===== src/rtl/wb_xbar_mmu_if.sv =====
// Wishbone bus bundle for wb_xbar_mmu: NMASTERS classic-cycle master ports
// on one side, 16 slave slots on the other. The "slave" modport is the
// interconnect's view (it is the slave of the masters); "master" is the
// view of the surrounding masters and slots that drive it.
interface wb_xbar_mmu_if #(
  parameter int unsigned NMASTERS = 2
);
  logic [NMASTERS-1:0]    m_cyc;
  logic [NMASTERS-1:0]    m_stb;
  logic [NMASTERS-1:0]    m_we;
  logic [4*NMASTERS-1:0]  m_sel;
  logic [32*NMASTERS-1:0] m_adr;
  logic [32*NMASTERS-1:0] m_dat_w;
  logic [31:0]            m_dat_r;
  logic [NMASTERS-1:0]    m_ack;
  logic [NMASTERS-1:0]    m_err;

  logic [15:0]            s_cyc;
  logic [15:0]            s_stb;
  logic                   s_we;
  logic [3:0]             s_sel;
  logic [31:0]            s_adr;
  logic [31:0]            s_dat_w;
  logic [511:0]           s_dat_r;
  logic [15:0]            s_ack;

  modport slave (
    input  m_cyc, m_stb, m_we, m_sel, m_adr, m_dat_w,
    output m_dat_r, m_ack, m_err,
    output s_cyc, s_stb, s_we, s_sel, s_adr, s_dat_w,
    input  s_dat_r, s_ack
  );

  modport master (
    output m_cyc, m_stb, m_we, m_sel, m_adr, m_dat_w,
    input  m_dat_r, m_ack, m_err,
    input  s_cyc, s_stb, s_we, s_sel, s_adr, s_dat_w,
    output s_dat_r, s_ack
  );
endinterface


===== src/rtl/wb_xbar_mmu.sv =====
// Wishbone interconnect with MMU-style slot decode: round-robin arbitration of
// NMASTERS classic-cycle masters onto one shared path (grant held for the
// whole cyc), 4-bit page decode to 16 slots, and bus-error generation for
// unpopulated slots and stalled slaves with fault capture for the interrupt.
module wb_xbar_mmu #(
  parameter int unsigned NMASTERS  = 2,
  parameter int unsigned BASE      = 28,
  parameter logic [15:0] SLOT_MASK = 16'hffff,
  parameter int unsigned TIMEOUT   = 255
) (
  input  logic          clk_i,
  input  logic          rst_i,
  wb_xbar_mmu_if.slave  bus,
  output logic          fault,
  output logic [31:0]   fault_adr,
  output logic [2:0]    fault_master,
  output logic          fault_kind
);
  localparam int unsigned NM = NMASTERS;

  typedef enum logic [1:0] {S_IDLE, S_ACTIVE, S_ERR} state_t;

  state_t      r_state, w_state_nxt;
  logic [2:0]  r_grant, r_last, w_arb_grant;
  logic        w_arb_any;
  logic [15:0] r_wait, w_wait_nxt;
  logic [31:0] r_fault_adr;
  logic [2:0]  r_fault_master;
  logic        r_fault_kind;

  logic        w_cyc, w_stb, w_we;
  logic [3:0]  w_sel;
  logic [31:0] w_adr, w_dat_w;
  logic [3:0]  w_slot;
  logic        w_mapped, w_slot_ack;
  logic [31:0] w_slot_dat;

  logic        w_to_err, w_err_kind, w_release, w_g_ack, w_g_err, w_fault;
  logic [15:0] w_s_cyc, w_s_stb;
  logic        w_s_we;
  logic [3:0]  w_s_sel;
  logic [31:0] w_s_adr, w_s_dat_w, w_m_dat_r;
  logic [NM-1:0] w_m_ack, w_m_err;

  // Select the granted master's signals and decode its target slot
  always_comb begin
    w_cyc   = 1'b0;
    w_stb   = 1'b0;
    w_we    = 1'b0;
    w_sel   = '0;
    w_adr   = '0;
    w_dat_w = '0;
    for (int unsigned i = 0; i < NM; i++) begin
      if (r_grant == 3'(i)) begin
        w_cyc   = bus.m_cyc[i];
        w_stb   = bus.m_stb[i];
        w_we    = bus.m_we[i];
        w_sel   = bus.m_sel[4*i +: 4];
        w_adr   = bus.m_adr[32*i +: 32];
        w_dat_w = bus.m_dat_w[32*i +: 32];
      end
    end
    w_slot     = w_adr[BASE +: 4];
    w_mapped   = SLOT_MASK[w_slot];
    w_slot_ack = bus.s_ack[w_slot];
    w_slot_dat = '0;
    for (int unsigned k = 0; k < 16; k++) begin
      if (w_slot == 4'(k)) w_slot_dat = bus.s_dat_r[32*k +: 32];
    end
  end

  // Round-robin pick: first requesting master after r_last, scanning cyclically
  always_comb begin
    w_arb_any   = 1'b0;
    w_arb_grant = r_grant;
    for (int unsigned i = 1; i <= NM; i++) begin
      for (int unsigned j = 0; j < NM; j++) begin
        if (!w_arb_any && bus.m_cyc[j] && (((32'(r_last) + i) % NM) == j)) begin
          w_arb_any   = 1'b1;
          w_arb_grant = 3'(j);
        end
      end
    end
  end

  // Next state, wait counter and bus routing for the current grant
  always_comb begin
    w_state_nxt = r_state;
    w_wait_nxt  = r_wait;
    w_to_err    = 1'b0;
    w_err_kind  = 1'b0;
    w_release   = 1'b0;
    w_g_ack     = 1'b0;
    w_g_err     = 1'b0;
    w_fault     = 1'b0;
    w_s_cyc     = '0;
    w_s_stb     = '0;
    w_s_we      = 1'b0;
    w_s_sel     = '0;
    w_s_adr     = '0;
    w_s_dat_w   = '0;
    w_m_dat_r   = '0;
    case (r_state)
      S_IDLE: begin
        if (w_arb_any) begin
          w_state_nxt = S_ACTIVE;
          w_wait_nxt  = '0;
        end
      end
      S_ACTIVE: begin
        w_s_we    = w_we;
        w_s_sel   = w_sel;
        w_s_adr   = w_adr;
        w_s_dat_w = w_dat_w;
        if (!w_cyc) begin
          w_state_nxt = S_IDLE;
          w_release   = 1'b1;
          w_wait_nxt  = '0;
        end else if (w_stb && !w_mapped) begin
          w_state_nxt = S_ERR;
          w_to_err    = 1'b1;
          w_err_kind  = 1'b0;
          w_wait_nxt  = '0;
        end else begin
          // s_stb must not depend on s_ack: the timeout cycle itself still
          // passes the strobe through, the drop happens in ERR.
          if (w_mapped) begin
            w_s_cyc   = 16'h0001 << w_slot;
            w_s_stb   = 16'(w_stb) << w_slot;
            w_g_ack   = w_slot_ack;
            w_m_dat_r = w_slot_dat;
          end
          if (w_stb && !w_slot_ack) begin
            if (r_wait == 16'(TIMEOUT)) begin
              w_state_nxt = S_ERR;
              w_to_err    = 1'b1;
              w_err_kind  = 1'b1;
              w_wait_nxt  = '0;
            end else begin
              w_wait_nxt = r_wait + 16'd1;
            end
          end else begin
            w_wait_nxt = '0;
          end
        end
      end
      S_ERR: begin
        w_s_we     = w_we;
        w_s_sel    = w_sel;
        w_s_adr    = w_adr;
        w_s_dat_w  = w_dat_w;
        w_g_err    = 1'b1;
        w_fault    = 1'b1;
        w_wait_nxt = '0;
        if (w_cyc) begin
          w_state_nxt = S_ACTIVE;
        end else begin
          w_state_nxt = S_IDLE;
          w_release   = 1'b1;
        end
      end
      default: begin
        w_state_nxt = S_IDLE;
        w_wait_nxt  = '0;
      end
    endcase
  end

  // Steer the granted master's ack/err back to its own port only
  always_comb begin
    w_m_ack = '0;
    w_m_err = '0;
    for (int unsigned i = 0; i < NM; i++) begin
      if (r_grant == 3'(i)) begin
        w_m_ack[i] = w_g_ack;
        w_m_err[i] = w_g_err;
      end
    end
  end

  // State, grant, round-robin pointer, wait counter and fault capture
  always_ff @(posedge clk_i or negedge rst_i) begin
    if (!rst_i) begin
      r_state        <= S_IDLE;
      r_grant        <= '0;
      r_last         <= 3'(NMASTERS - 1);
      r_wait         <= '0;
      r_fault_adr    <= '0;
      r_fault_master <= '0;
      r_fault_kind   <= 1'b0;
    end else begin
      r_state <= w_state_nxt;
      r_wait  <= w_wait_nxt;
      if (r_state == S_IDLE && w_arb_any) r_grant <= w_arb_grant;
      if (w_release) r_last <= r_grant;
      if (w_to_err) begin
        r_fault_adr    <= w_adr;
        r_fault_master <= r_grant;
        r_fault_kind   <= w_err_kind;
      end
    end
  end

  assign bus.s_cyc   = w_s_cyc;
  assign bus.s_stb   = w_s_stb;
  assign bus.s_we    = w_s_we;
  assign bus.s_sel   = w_s_sel;
  assign bus.s_adr   = w_s_adr;
  assign bus.s_dat_w = w_s_dat_w;
  assign bus.m_dat_r = w_m_dat_r;
  assign bus.m_ack   = w_m_ack;
  assign bus.m_err   = w_m_err;
  assign fault        = w_fault;
  assign fault_adr    = r_fault_adr;
  assign fault_master = r_fault_master;
  assign fault_kind   = r_fault_kind;
endmodule


===== src/flat_wrapper.sv =====
// flat-port wrapper written by rule: the top's interface ports become plain ports
module wb_xbar_mmu_flat 
#(
  parameter int unsigned NMASTERS  = 2,
  parameter int unsigned BASE      = 28,
  parameter logic [15:0] SLOT_MASK = 16'hffff,
  parameter int unsigned TIMEOUT   = 255
)
  (clk_i, rst_i, fault, fault_adr, fault_master, fault_kind, bus_m_cyc, bus_m_stb, bus_m_we, bus_m_sel, bus_m_adr, bus_m_dat_w, bus_m_dat_r, bus_m_ack, bus_m_err, bus_s_cyc, bus_s_stb, bus_s_we, bus_s_sel, bus_s_adr, bus_s_dat_w, bus_s_dat_r, bus_s_ack);
  wb_xbar_mmu_if #(.NMASTERS(NMASTERS)) bus_i ();
  input  logic clk_i;
  input  logic rst_i;
  output logic fault;
  output logic [31:0] fault_adr;
  output logic [2:0] fault_master;
  output logic fault_kind;
  input wire logic [$bits(bus_i.m_cyc)-1:0] bus_m_cyc;
  input wire logic [$bits(bus_i.m_stb)-1:0] bus_m_stb;
  input wire logic [$bits(bus_i.m_we)-1:0] bus_m_we;
  input wire logic [$bits(bus_i.m_sel)-1:0] bus_m_sel;
  input wire logic [$bits(bus_i.m_adr)-1:0] bus_m_adr;
  input wire logic [$bits(bus_i.m_dat_w)-1:0] bus_m_dat_w;
  output wire logic [$bits(bus_i.m_dat_r)-1:0] bus_m_dat_r;
  output wire logic [$bits(bus_i.m_ack)-1:0] bus_m_ack;
  output wire logic [$bits(bus_i.m_err)-1:0] bus_m_err;
  output wire logic [$bits(bus_i.s_cyc)-1:0] bus_s_cyc;
  output wire logic [$bits(bus_i.s_stb)-1:0] bus_s_stb;
  output wire logic [$bits(bus_i.s_we)-1:0] bus_s_we;
  output wire logic [$bits(bus_i.s_sel)-1:0] bus_s_sel;
  output wire logic [$bits(bus_i.s_adr)-1:0] bus_s_adr;
  output wire logic [$bits(bus_i.s_dat_w)-1:0] bus_s_dat_w;
  input wire logic [$bits(bus_i.s_dat_r)-1:0] bus_s_dat_r;
  input wire logic [$bits(bus_i.s_ack)-1:0] bus_s_ack;
  assign bus_i.m_cyc = bus_m_cyc;
  assign bus_i.m_stb = bus_m_stb;
  assign bus_i.m_we = bus_m_we;
  assign bus_i.m_sel = bus_m_sel;
  assign bus_i.m_adr = bus_m_adr;
  assign bus_i.m_dat_w = bus_m_dat_w;
  assign bus_m_dat_r = bus_i.m_dat_r;
  assign bus_m_ack = bus_i.m_ack;
  assign bus_m_err = bus_i.m_err;
  assign bus_s_cyc = bus_i.s_cyc;
  assign bus_s_stb = bus_i.s_stb;
  assign bus_s_we = bus_i.s_we;
  assign bus_s_sel = bus_i.s_sel;
  assign bus_s_adr = bus_i.s_adr;
  assign bus_s_dat_w = bus_i.s_dat_w;
  assign bus_i.s_dat_r = bus_s_dat_r;
  assign bus_i.s_ack = bus_s_ack;
  wb_xbar_mmu #(.NMASTERS(NMASTERS), .BASE(BASE), .SLOT_MASK(SLOT_MASK), .TIMEOUT(TIMEOUT)) u_core (.clk_i(clk_i), .rst_i(rst_i), .bus(bus_i), .fault(fault), .fault_adr(fault_adr), .fault_master(fault_master), .fault_kind(fault_kind));
endmodule

===== config.mk =====
export PLATFORM = sky130hd
export DESIGN_NAME = wb_xbar_mmu_flat
export DESIGN_NICKNAME = d
export VERILOG_FILES = /design/src/rtl/wb_xbar_mmu_if.sv /design/src/rtl/wb_xbar_mmu.sv /design/src/flat_wrapper.sv
export SDC_FILE = /design/constraint.sdc
export NUM_CORES = 1
export LEC_CHECK = 0
export BUFFER_PORTS_ARGS = -buffer_cell sky130_fd_sc_hd__buf_2
export CAP_MARGIN = 20
export CORE_AREA = 4 4 328 330
export DETAILED_ROUTE_END_ITERATION = 12
export DIE_AREA = 0 0 332 334
export GPL_ROUTABILITY_DRIVEN = 0
export PLACE_DENSITY = 0.32
export REMOVE_ABC_BUFFERS = 1
export SYNTH_ARGS = -nofsm -noshare
export SYNTH_HDL_FRONTEND = slang
export SYNTH_SLANG_ARGS = --single-unit

===== constraint.sdc =====
create_clock -name clk_i -period 2.7 [get_ports clk_i]
set_input_delay 0.135 -clock clk_i [delete_from_list [all_inputs] [get_ports clk_i]]
set_output_delay 0.135 -clock clk_i [all_outputs]
set_load 0.02 [all_outputs]

* After elaboration in Yosys (flattened, before gate mapping) *
Memory sizes are Yosys's and may differ from the RTL's.
Cells that the tools add are included.

storage, ports and cells
  memories kept = 1
  word-level logic and storage cells = 147
  flip-flop bits (word level) = 58
  output and inout port bits = 174
  bits of input ports = 672
  bits in read-only memories = 16

operators by class
  multiplexer cells = 87
  add/subtract/negate cells = 3
  reduce and logical (&&, ||, !) cells = 24
  equality and inequality tests = 22
  shift operators = 2
  order comparisons = 1

memories
  name              words  width  rd ports  clocked after Yosys merged registers in  wr ports  RTL line           source
  (name not given)  16     1      1         0                                        0         wb_xbar_mmu.sv:64  w_mapped = SLOT_MASK[w_slot];

operators with widths
  cell                                                  number
  2-to-1 mux 32 bit                                     26
  2-to-1 mux 16 bit                                     13
  logical NOT 32 bit                                    2
  2-to-1 mux 1 bit                                      33
  equality test 4 bit, second input constant            8
  one-hot mux 16 bit (2 select lines)                   1
  adder 16 x 1 -> 16 bit, second input constant         1
  equality test 16 x 8 -> 1 bit, second input constant  1
  equality test 4 x 3 -> 1 bit, second input constant   4
  << shifter 1 x 4 -> 16 bit                            1
  << shifter 1 x 4 -> 16 bit, first input constant      1
  2-to-1 mux 3 bit                                      4
  2-to-1 mux 4 bit                                      3
  logical AND 1 bit                                     10
  2-to-1 mux 2 bit                                      5
  equality test 4 x 2 -> 1 bit, second input constant   2
  inequality test 4 bit, second input constant          2
  one-hot mux 2 bit (3 select lines)                    1
  logical NOT 1 bit                                     5
  < comparator 4 x 5 -> 1 bit, second input constant    1
  binary-select mux 1 bit (select 4 bit)                1
  equality test 4 x 1 -> 1 bit, second input constant   1
  logical NOT 4 bit                                     1
  nonzero test 4 bit                                    1
  10 further kinds                                      11

* Longest topological paths before layout *
Gate-level depths: netlist (run 1).

  word-level depth = 24
  gate-level depth with buffers = 12
  depth with buffers taken out = 7

* Least setup slack after synthesis (run 1) *
Ideal clock, no wire load.

  path kind = register -> output
  start point = register u_core.r_grant[0]
  end point = output port bus_m_dat_r[1]
  setup slack = -0.211 ns
  cell stages (with the launch flop) = 10
  required time = 2.565 ns
  arrival time = 2.776 ns
  path through = dfrtp_1 > buf_6 > buf_2 > or3b_2 > a211oi_1 > clkbuf_1 > a21oi_1 > a222oi_1 > o21ai_0 > a21boi_0

between the ends
  cells in the longest elaborated chain, start to end = 24

RTL lines
  what                             RTL line            source
  from (decl)                      wb_xbar_mmu.sv:24   logic [2:0] r_grant, r_last, w_arb_grant;
  from (signal assigned)           wb_xbar_mmu.sv:194  if (r_state == S_IDLE && w_arb_any) r_grant <= w_arb_grant;
  logical NOT 3 bit                wb_xbar_mmu.sv:54   if (r_grant == 3'(i)) begin
  2-to-1 mux 32 bit (2 in a row)   wb_xbar_mmu.sv:54
  logical NOT 4 bit                wb_xbar_mmu.sv:68   if (w_slot == 4'(k)) w_slot_dat = bus.s_dat_r[32*k +: 32];
  2-to-1 mux 32 bit (16 in a row)  wb_xbar_mmu.sv:68
  2-to-1 mux 32 bit                wb_xbar_mmu.sv:127  if (w_mapped) begin
  2-to-1 mux 32 bit                wb_xbar_mmu.sv:119  end else if (w_stb && !w_mapped) begin
  2-to-1 mux 32 bit *              wb_xbar_mmu.sv:115  if (!w_cyc) begin
  2-to-1 mux 32 bit *              wb_xbar_mmu.sv:103  case (r_state)
  to (decl)                        flat_wrapper.sv:23  output wire logic [$bits(bus_i.m_dat_r)-1:0] bus_m_dat_r;

Every way passes the cells marked *; elsewhere a longest branch is shown, timed or not. The select of a mux whose other input is x is not followed.

* Final worst setup path (run 1) *
  start point = register u_core.r_grant[0]
  end point = output port bus_m_dat_r[23]

Same word-level chain as after synthesis.

==> flow_metrics.py, run 1 <==
metrics = {
    "critical_path": {
        "crit_path_top_delay_cell": "a222oi_1",
        "reg2regPathDepth": 12,
        "setup.worst_path.class": "flip-flop to output port",
        "r2r_end": "u_core.r_wait[5]",
        "crit_arrival_ps": 3140,
        "regToRegStartpoint": "u_core.r_grant[0]",
        "cp_max_fo": 6,
        "max_stage_delay_ps": 860,
        "path_cells": "buf_6 -> mux2_4 -> buf_12 -> a211oi_4 -> buf_12 -> a21oi_2 -> a222oi_1 -> a2111oi_2 -> nor2_1 -> buf_4",
        "path_common_cell": "buf_12",
        "cp_data_required_time_ps": 2570,
        "rrSetupSlack_ps": -320,
        "end_kind": "output port",
        "critPathLaunchType": "flip-flop",
    },
    "sta": {
        "rsz0062_at_grt": "yes",
        "finalHoldViolCount": 0,
        "final.setup.tns_ps": -22810,
        "clock_skew_ps": 9.41,
        "tightest_slew_ps": 1010,
        "timing.final.crit_share": 1.21,
        "fin_hold_ws_ps": 148,
        "report.final.slew_viol_count": 0,
        "layout_setup_ws_ps": -573,
        "relSlewSlack": 0.327,
        "post-route-min-period_ps": 3270,
        "setup_viol": 85,
        "fmax_mhz": 306,
    },
    "hold_path": {
        "holdCritStartpoint": "bus_m_adr[20]",
        "min_to": "u_core.fault_adr[20]",
        "hold_path_class": "input port to flip-flop",
        "min_path_cells": 3,
    },
    "yosys": {
        "ys_warn_count": 0,
        "ys_types": 71,
        "syn_inst": 1421,
        "synth_top_cell_by_area": "dfrtp_1",
        "synth.top_cell.area_share": 0.139,
        "ys_async_sr_fraction": 1.00,
        "netlist_top_cells_area": "dfrtp_1 14%, o21ai_0 9.4%, mux2i_1 8.2%",
        "syn_avg_cell_area_um2": 6.73,
        "synth_area_mm2": 0.00956,
        "synth-seq-cells": 54,
        "ys.flop_type": "dfrtp_1",
        "synth.most_common_cell": "o21ai_0",
        "synth-seq-area-share": 0.142,
        "synthTopCellsByCount": "179 x o21ai_0, 156 x nor2_1, 125 x clkbuf_1",
        "synth_edf_count": 0,
    },
    "route": {
        "dr.first_iter.drc_count": 1254,
        "ant_nets": 0,
        "vias": 16900,
        "drtPass1Iterations": 5,
        "vias_per_cell": 4.37,
        "drc_errors": 0,
        "drt-total-wl_um": 121000,
        "wire_per_inst_um": 31.1,
    },
    "grt": {
        "gr-usage-all-layers": 0.204,
        "overflow": 0,
        "grt_max_degree": 44,
        "grt_pass1_vias": 17200,
        "antenna_found_initial": 92,
        "grt_first_pass_wirelength_um": 157000,
    },
    "status": {
        "violations": "setup timing",
        "outcome": "finished, violations left",
    },
    "die": {
        "rows": 119,
        "fp.dieH_um": 334,
        "core_region_area_mm2": 0.105,
        "fp.dieW_um": 332,
        "start_util": 0.0912,
        "io_pins": 846,
        "dieArea_mm2": 0.111,
    },
    "power_and_ir_drop": {
        "power.density_mw_per_mm2": 736,
        "ir_worst_vdd_v": 0.000261,
        "leakage_nw": 9.38,
        "total_power_mw": 15.3,
    },
    "flow_run": {
        "cap_violations": 0,
    },
    "layout": {
        "fin_util": 0.198,
        "finalNonFillerCells": 3876,
        "design_area_mm2": 0.0208,
        "fin_nets": 3138,
        "drive_gt1_frac": 0.597,
        "synthToLayoutAreaGrowth_pct": 117,
    },
    "placement": {
        "numPortBuffers": 843,
        "dp_slack_ps": -519,
        "hpwl_um": 102000,
        "dp.cells": 3768,
        "dpl_cell_area_mm2": 0.0176,
    },
    "clock_network": {
        "tritoncts": "done",
        "htree_num_levels": 2,
        "numCtsBuffers": 5,
        "clockRootBuffer": "clkbuf_16",
        "insertion_delay_ps": 320,
        "cts.path.max_buffers": 2,
        "cts.clk_slew.worst_paths_ps": 80,
        "cts_sinks": 54,
    },
}
-- sequential cells by signal, summed over array words and instances, names as in the netlist --
name	count
u_core.r_grant	1
u_core.fault_kind	1
u_core.fault_master	1
u_core.r_wait	16
u_core.r_state	2
u_core.r_last	1
u_core.fault_adr	32
-- metal layers --
| metal | GRT usage | part of all wire | vias to the layer above |
|---|---|---|---|
| met5 | 0 | 0.0018 | - |
| met4 | 0.0297 | 0.015 | 36 |
| met3 | 0.0502 | 0.071 | 150 |
| met2 | 0.373 | 0.51 | 857 |
| met1 | 0.245 | 0.40 | 8254 |
| li1 | - | - | 7641 |
-- worst max-delay path, delay by kind of cell (launching register included) --
family | cells | cell delay [ps]
muxes | 1 | 320
buffers and inverters | 4 | 600
DFF | 1 | 530
and+or+nand+nor | 1 | 200
AOI/OAI and AO/OA | 4 | 1170
-- area by class of cell --
class | count | area (µm²)
Fill cell | 12100 | 84000
Multi-Input combinational cell | 1172 | 9100
Timing Repair Buffer | 1200 | 8280
Tap cell | 1391 | 1740
Sequential cell | 54 | 1360
Clock buffer | 6 | 129
Inverter | 28 | 105
Antenna cell | 23 | 57.6
Clock inverter | 2 | 13.8
-- report_power, final --
part | internal, mW | switching [mW] | total (mW)
Clock | 0.349 | 0.369 | 0.718
Sequential | 0.845 | 0.0399 | 0.885
Combinational | 5.73 | 7.97 | 13.7
-- logic make-up after synthesis --
kind of cell    after synthesis  synth area share
flops                        54             0.142
buf+inv                     196            0.0814
mux                          86            0.0939
compound gates              664             0.476
simple gates                413             0.199
fa+ha+maj                     5           0.00655
other cells                   1          0.000392
xor+xnor                      2           0.00183
-- cells in the final DEF, fill, tap and decap left out, drive strengths merged, types with 23 or more instances in the layout --
cell type / synthesis / final
a211oi: 44 / 44
a21oi: 97 / 97
a221oi: 36 / 36
a22oi: 39 / 39
buf: 43 / 1197
dfrtp: 53 / 53
diode: 0 / 23
inv: 27 / 28
mux2i: 78 / 78
nand2: 103 / 103
nor2: 156 / 156
nor3: 52 / 52
o211ai: 30 / 30
o21ai: 179 / 179
o221ai: 32 / 32
o22ai: 42 / 42
-- timing repair --
action	CTS	global route
hold buffers	1	0
endpoints found under the hold margin	23	0
resized for setup	367	148
setup endpoints to repair	137	108
cloned	10	1
pin swaps	96	101
buffers inserted	56	34
-- worst max path at each step --
stage,start,endpoint,slack [ps]
finish,u_core.r_grant[0],bus_m_dat_r[23],-570
global route,u_core.r_grant[0],bus_m_dat_r[23],-680
CTS,u_core.r_grant[0],bus_m_dat_r[23],-670
detailed placement,u_core.r_grant[0],bus_m_dat_r[3],-520
global placement,u_core.r_grant[0],bus_m_dat_r[3],-570
floorplan,u_core.r_grant[0],bus_m_dat_r[15],-5960
(Power assumes the default switching activity.)
==> inputs of run 2 (changes only) <==
Settings changed: ABC_AREA from default to 1, CORE_AREA 4 4 328 330 to 4 4 324 326, DIE_AREA 0 0 332 334 to 0 0 328 330, PLACE_DENSITY 0.32 to 0.31.
==> flow_metrics.py, run 2 <==
metrics = {
    "die": {
        "start_util": 0.0815,
        "rows": 117,
        "fp.dieH_um": 330,
        "io_pins": 846,
        "dieArea_mm2": 0.108,
        "fp.dieW_um": 328,
        "core_region_area_mm2": 0.102,
    },
    "yosys": {
        "ys_types": 41,
        "ys_async_sr_fraction": 1.00,
        "ys.flop_type": "dfrtp_1",
        "synth_fa_ha_area_frac": 0.00754,
        "synth.most_common_cell": "nand2_1",
        "synth-compound-area-share": 0.145,
        "syn_avg_cell_area_um2": 5.34,
        "synth_area_mm2": 0.00830,
        "yosys-mux-area-fraction": 0.0350,
        "yosys.area_share.xor_xnor": 0.00739,
        "netlist_top_cells_area": "nand2_1 21%, dfrtp_1 16%, nor2_1 12%",
        "synth_top_family_by_area": "simple AND/OR/NAND/NOR gates",
        "syn_inst": 1554,
        "synth.top_cell.area_share": 0.206,
        "ys_warn_count": 0,
        "synth-seq-cells": 54,
        "yosys.area_share.simple": 0.522,
        "synth-seq-area-share": 0.163,
        "synthTopCellsByCount": "456 x nand2_1, 271 x nor2_1, 118 x inv_1",
        "synth_edf_count": 0,
        "synth_top_cell_by_area": "nand2_1",
    },
    "critical_path": {
        "regToRegStartpoint": "u_core.r_grant[0]",
        "reg2regPathDepth": 18,
        "crit_path_top_delay_cell": "dfrtp_4",
        "path_cells": "inv_8 -> nand2_4 -> nand2_8 -> inv_4 -> buf_6 -> nand2_8 -> nor2_4 -> buf_12 -> buf_4 -> nand2_1 -> nand4_1 -> buf_6 -> o21bai_4 -> nand4_1 -> buf_4 -> nand2_1 -> nand4_1 -> nand2_1 -> inv_2 -> buf_6",
        "crit_arrival_ps": 3200,
        "path_buf_inv": 9,
        "setup.worst_path.class": "flip-flop to output port",
        "max_stage_delay_ps": 560,
        "r2r_end": "u_core.fault_adr[21]",
        "critPathLaunchType": "flip-flop",
        "cp_data_required_time_ps": 2570,
        "end_kind": "output port",
        "rrSetupSlack_ps": -300,
        "worst_path_dominant_cell_family": "buffers and inverters",
        "cp_max_fo": 7,
    },
    "power_and_ir_drop": {
        "total_power_mw": 16.1,
        "p_int_mw": 6.82,
        "switching_share": 0.577,
        "power.density_mw_per_mm2": 876,
        "ir_worst_vdd_v": 0.000390,
        "leakage_nw": 9.31,
        "p_seq_frac": 0.056,
        "power_frac_comb": 0.896,
        "pwr-share-clk": 0.048,
        "switchingPower_mw": 9.29,
    },
    "route": {
        "ant_nets": 0,
        "drc_errors": 0,
        "wire_per_inst_um": 24.7,
        "vias": 14800,
        "drtPass1Iterations": 5,
        "drt-total-wl_um": 97800,
        "dr.first_iter.drc_count": 645,
        "vias_per_cell": 3.75,
    },
    "placement": {
        "hpwl_um": 85500,
        "dpl_cell_area_mm2": 0.0161,
        "numPortBuffers": 843,
        "dp_slack_ps": -755,
    },
    "sta": {
        "finalHoldViolCount": 0,
        "layout_setup_ws_ps": -631,
        "relSlewSlack": 0.530,
        "setup_viol": 97,
        "tightest_slew_ps": 703,
        "report.final.slew_viol_count": 0,
        "rsz0062_at_grt": "yes",
        "clock_skew_ps": 12.1,
        "fmax_mhz": 300,
        "post-route-min-period_ps": 3330,
        "timing.final.crit_share": 1.23,
    },
    "layout": {
        "layout_common_cells": "803 x buf_2, 371 x nand2_1, 226 x nor2_1",
        "drive_gt1_frac": 0.553,
        "synthToLayoutAreaGrowth_pct": 122,
        "design_area_mm2": 0.0184,
        "fin_nets": 3256,
        "mostFrequentLayoutCell": "buf_2",
        "nFillCells": 12000,
        "largest_register_ff_count": 32,
    },
    "clock_network": {
        "cts.path.max_buffers": 2,
        "clockRootBuffer": "clkbuf_16",
        "numCtsBuffers": 5,
        "cts.clk_slew.worst_paths_ps": 80,
        "cts_sinks": 54,
        "insertion_delay_ps": 310,
        "tritoncts": "done",
        "htree_num_levels": 2,
    },
    "grt": {
        "grt_max_degree": 62,
        "grt_first_pass_wirelength_um": 126000,
        "overflow": 0,
        "gr-usage-all-layers": 0.169,
        "grt_pass1_vias": 15500,
        "antenna_found_initial": 37,
    },
    "status": {
        "outcome": "finished, violations left",
        "violations": "setup timing",
    },
    "hold_path": {
        "min_path_cells": 3,
        "holdCritStartpoint": "bus_m_adr[55]",
        "hold_path_class": "input port to flip-flop",
        "min_to": "u_core.fault_adr[23]",
    },
    "flow_run": {
        "cap_violations": 0,
    },
}
==> run 2: layout make-up <==
class                           instances  area, µm²  area share
Antenna cell                           11       27.5     0.00150
Clock buffer                            5        125     0.00680
Clock inverter                          3       47.5     0.00258
Inverter                              132        518      0.0281
Multi-Input combinational cell       1268       7120       0.387
Sequential cell                        54       1360      0.0737
Tap cell                             1368       1710      0.0930
Timing Repair Buffer                 1118       7500       0.408
==> run 2: cells by family (layout without fill, tap and decap cells) <==
group / after synthesis / count (layout)
AOI/OAI and AO/OA: 230 / 230
muxes: 29 / 29
buffers and inverters: 233 / 1258
other: 1 / 13
adders and majority gates: 5 / 5
DFF: 54 / 54
and+or+nand+nor: 995 / 995
xor gates and xnor gates: 7 / 7
==> run 2: layer usage <==
| layer | track usage | vias up | share of wire |
|---|---|---|---|
| met4 | 0.0404 | 20 | 0.026 |
| met3 | 0.0400 | 131 | 0.073 |
| li1 | - | 7057 | - |
| met1 | 0.181 | 6943 | 0.37 |
| met5 | 0 | - | 0.0013 |
| met2 | 0.330 | 698 | 0.53 |
==> run 2: through the flow <==
step,utilization,hold WS [ps],setup TNS [ps],std cells
after floorplan,-,-161,-245400,1454
after global placement,0.158,27.1,-20850,3888
after detailed placement,0.158,25.9,-18580,3888
after CTS,0.172,184,-32120,3937
after global routing,0.181,195,-42750,3952
final,0.181,190,-26540,3959
==> run 2: tightest hold or removal path, cell delays in order <==
cell,delay [ps]
buf_2,70
mux2i_1,110
o21ai_1,140
==> run 2: what timing repair did <==
| item | CTS | global route |
|---|---|---|
| pin swaps | 57 | 133 |
| hold buffers | 1 | 0 |
| setup buffers | 40 | 10 |
| gates resized for setup | 234 | 191 |
| cloned | 3 | 6 |
| setup endpoints to repair | 106 | 116 |
| endpoints found under the hold margin | 7 | 0 |
==> run 2: power groups by stage <==
stage,Sequential [mW],Combinational [mW],Clock [mW]
finish,0.902,14.4,0.780
global route,0.910,15.5,0.836
CTS,0.897,14.1,0.815
detailed placement,0.906,12.4,0
global placement,0.905,12.5,0
floorplan,1.01,4.71,0
==> run 2: worst max path at each step <==
| stage | startpoint | endpoint | slack, ps | cells after the start |
|---|---|---|---|---|
| after floorplan | u_core.r_grant[0] | bus_m_dat_r[31] | -2970 | 14 |
| after CTS | u_core.r_grant[0] | bus_m_dat_r[30] | -650 | 20 |
| after global routing | u_core.r_grant[0] | bus_m_dat_r[31] | -780 | 20 |
| after global placement | u_core.r_grant[0] | bus_m_dat_r[16] | -790 | 21 |
| final | u_core.r_grant[0] | bus_m_dat_r[31] | -630 | 20 |
| after detailed placement | u_core.r_grant[0] | bus_m_dat_r[16] | -760 | 21 |
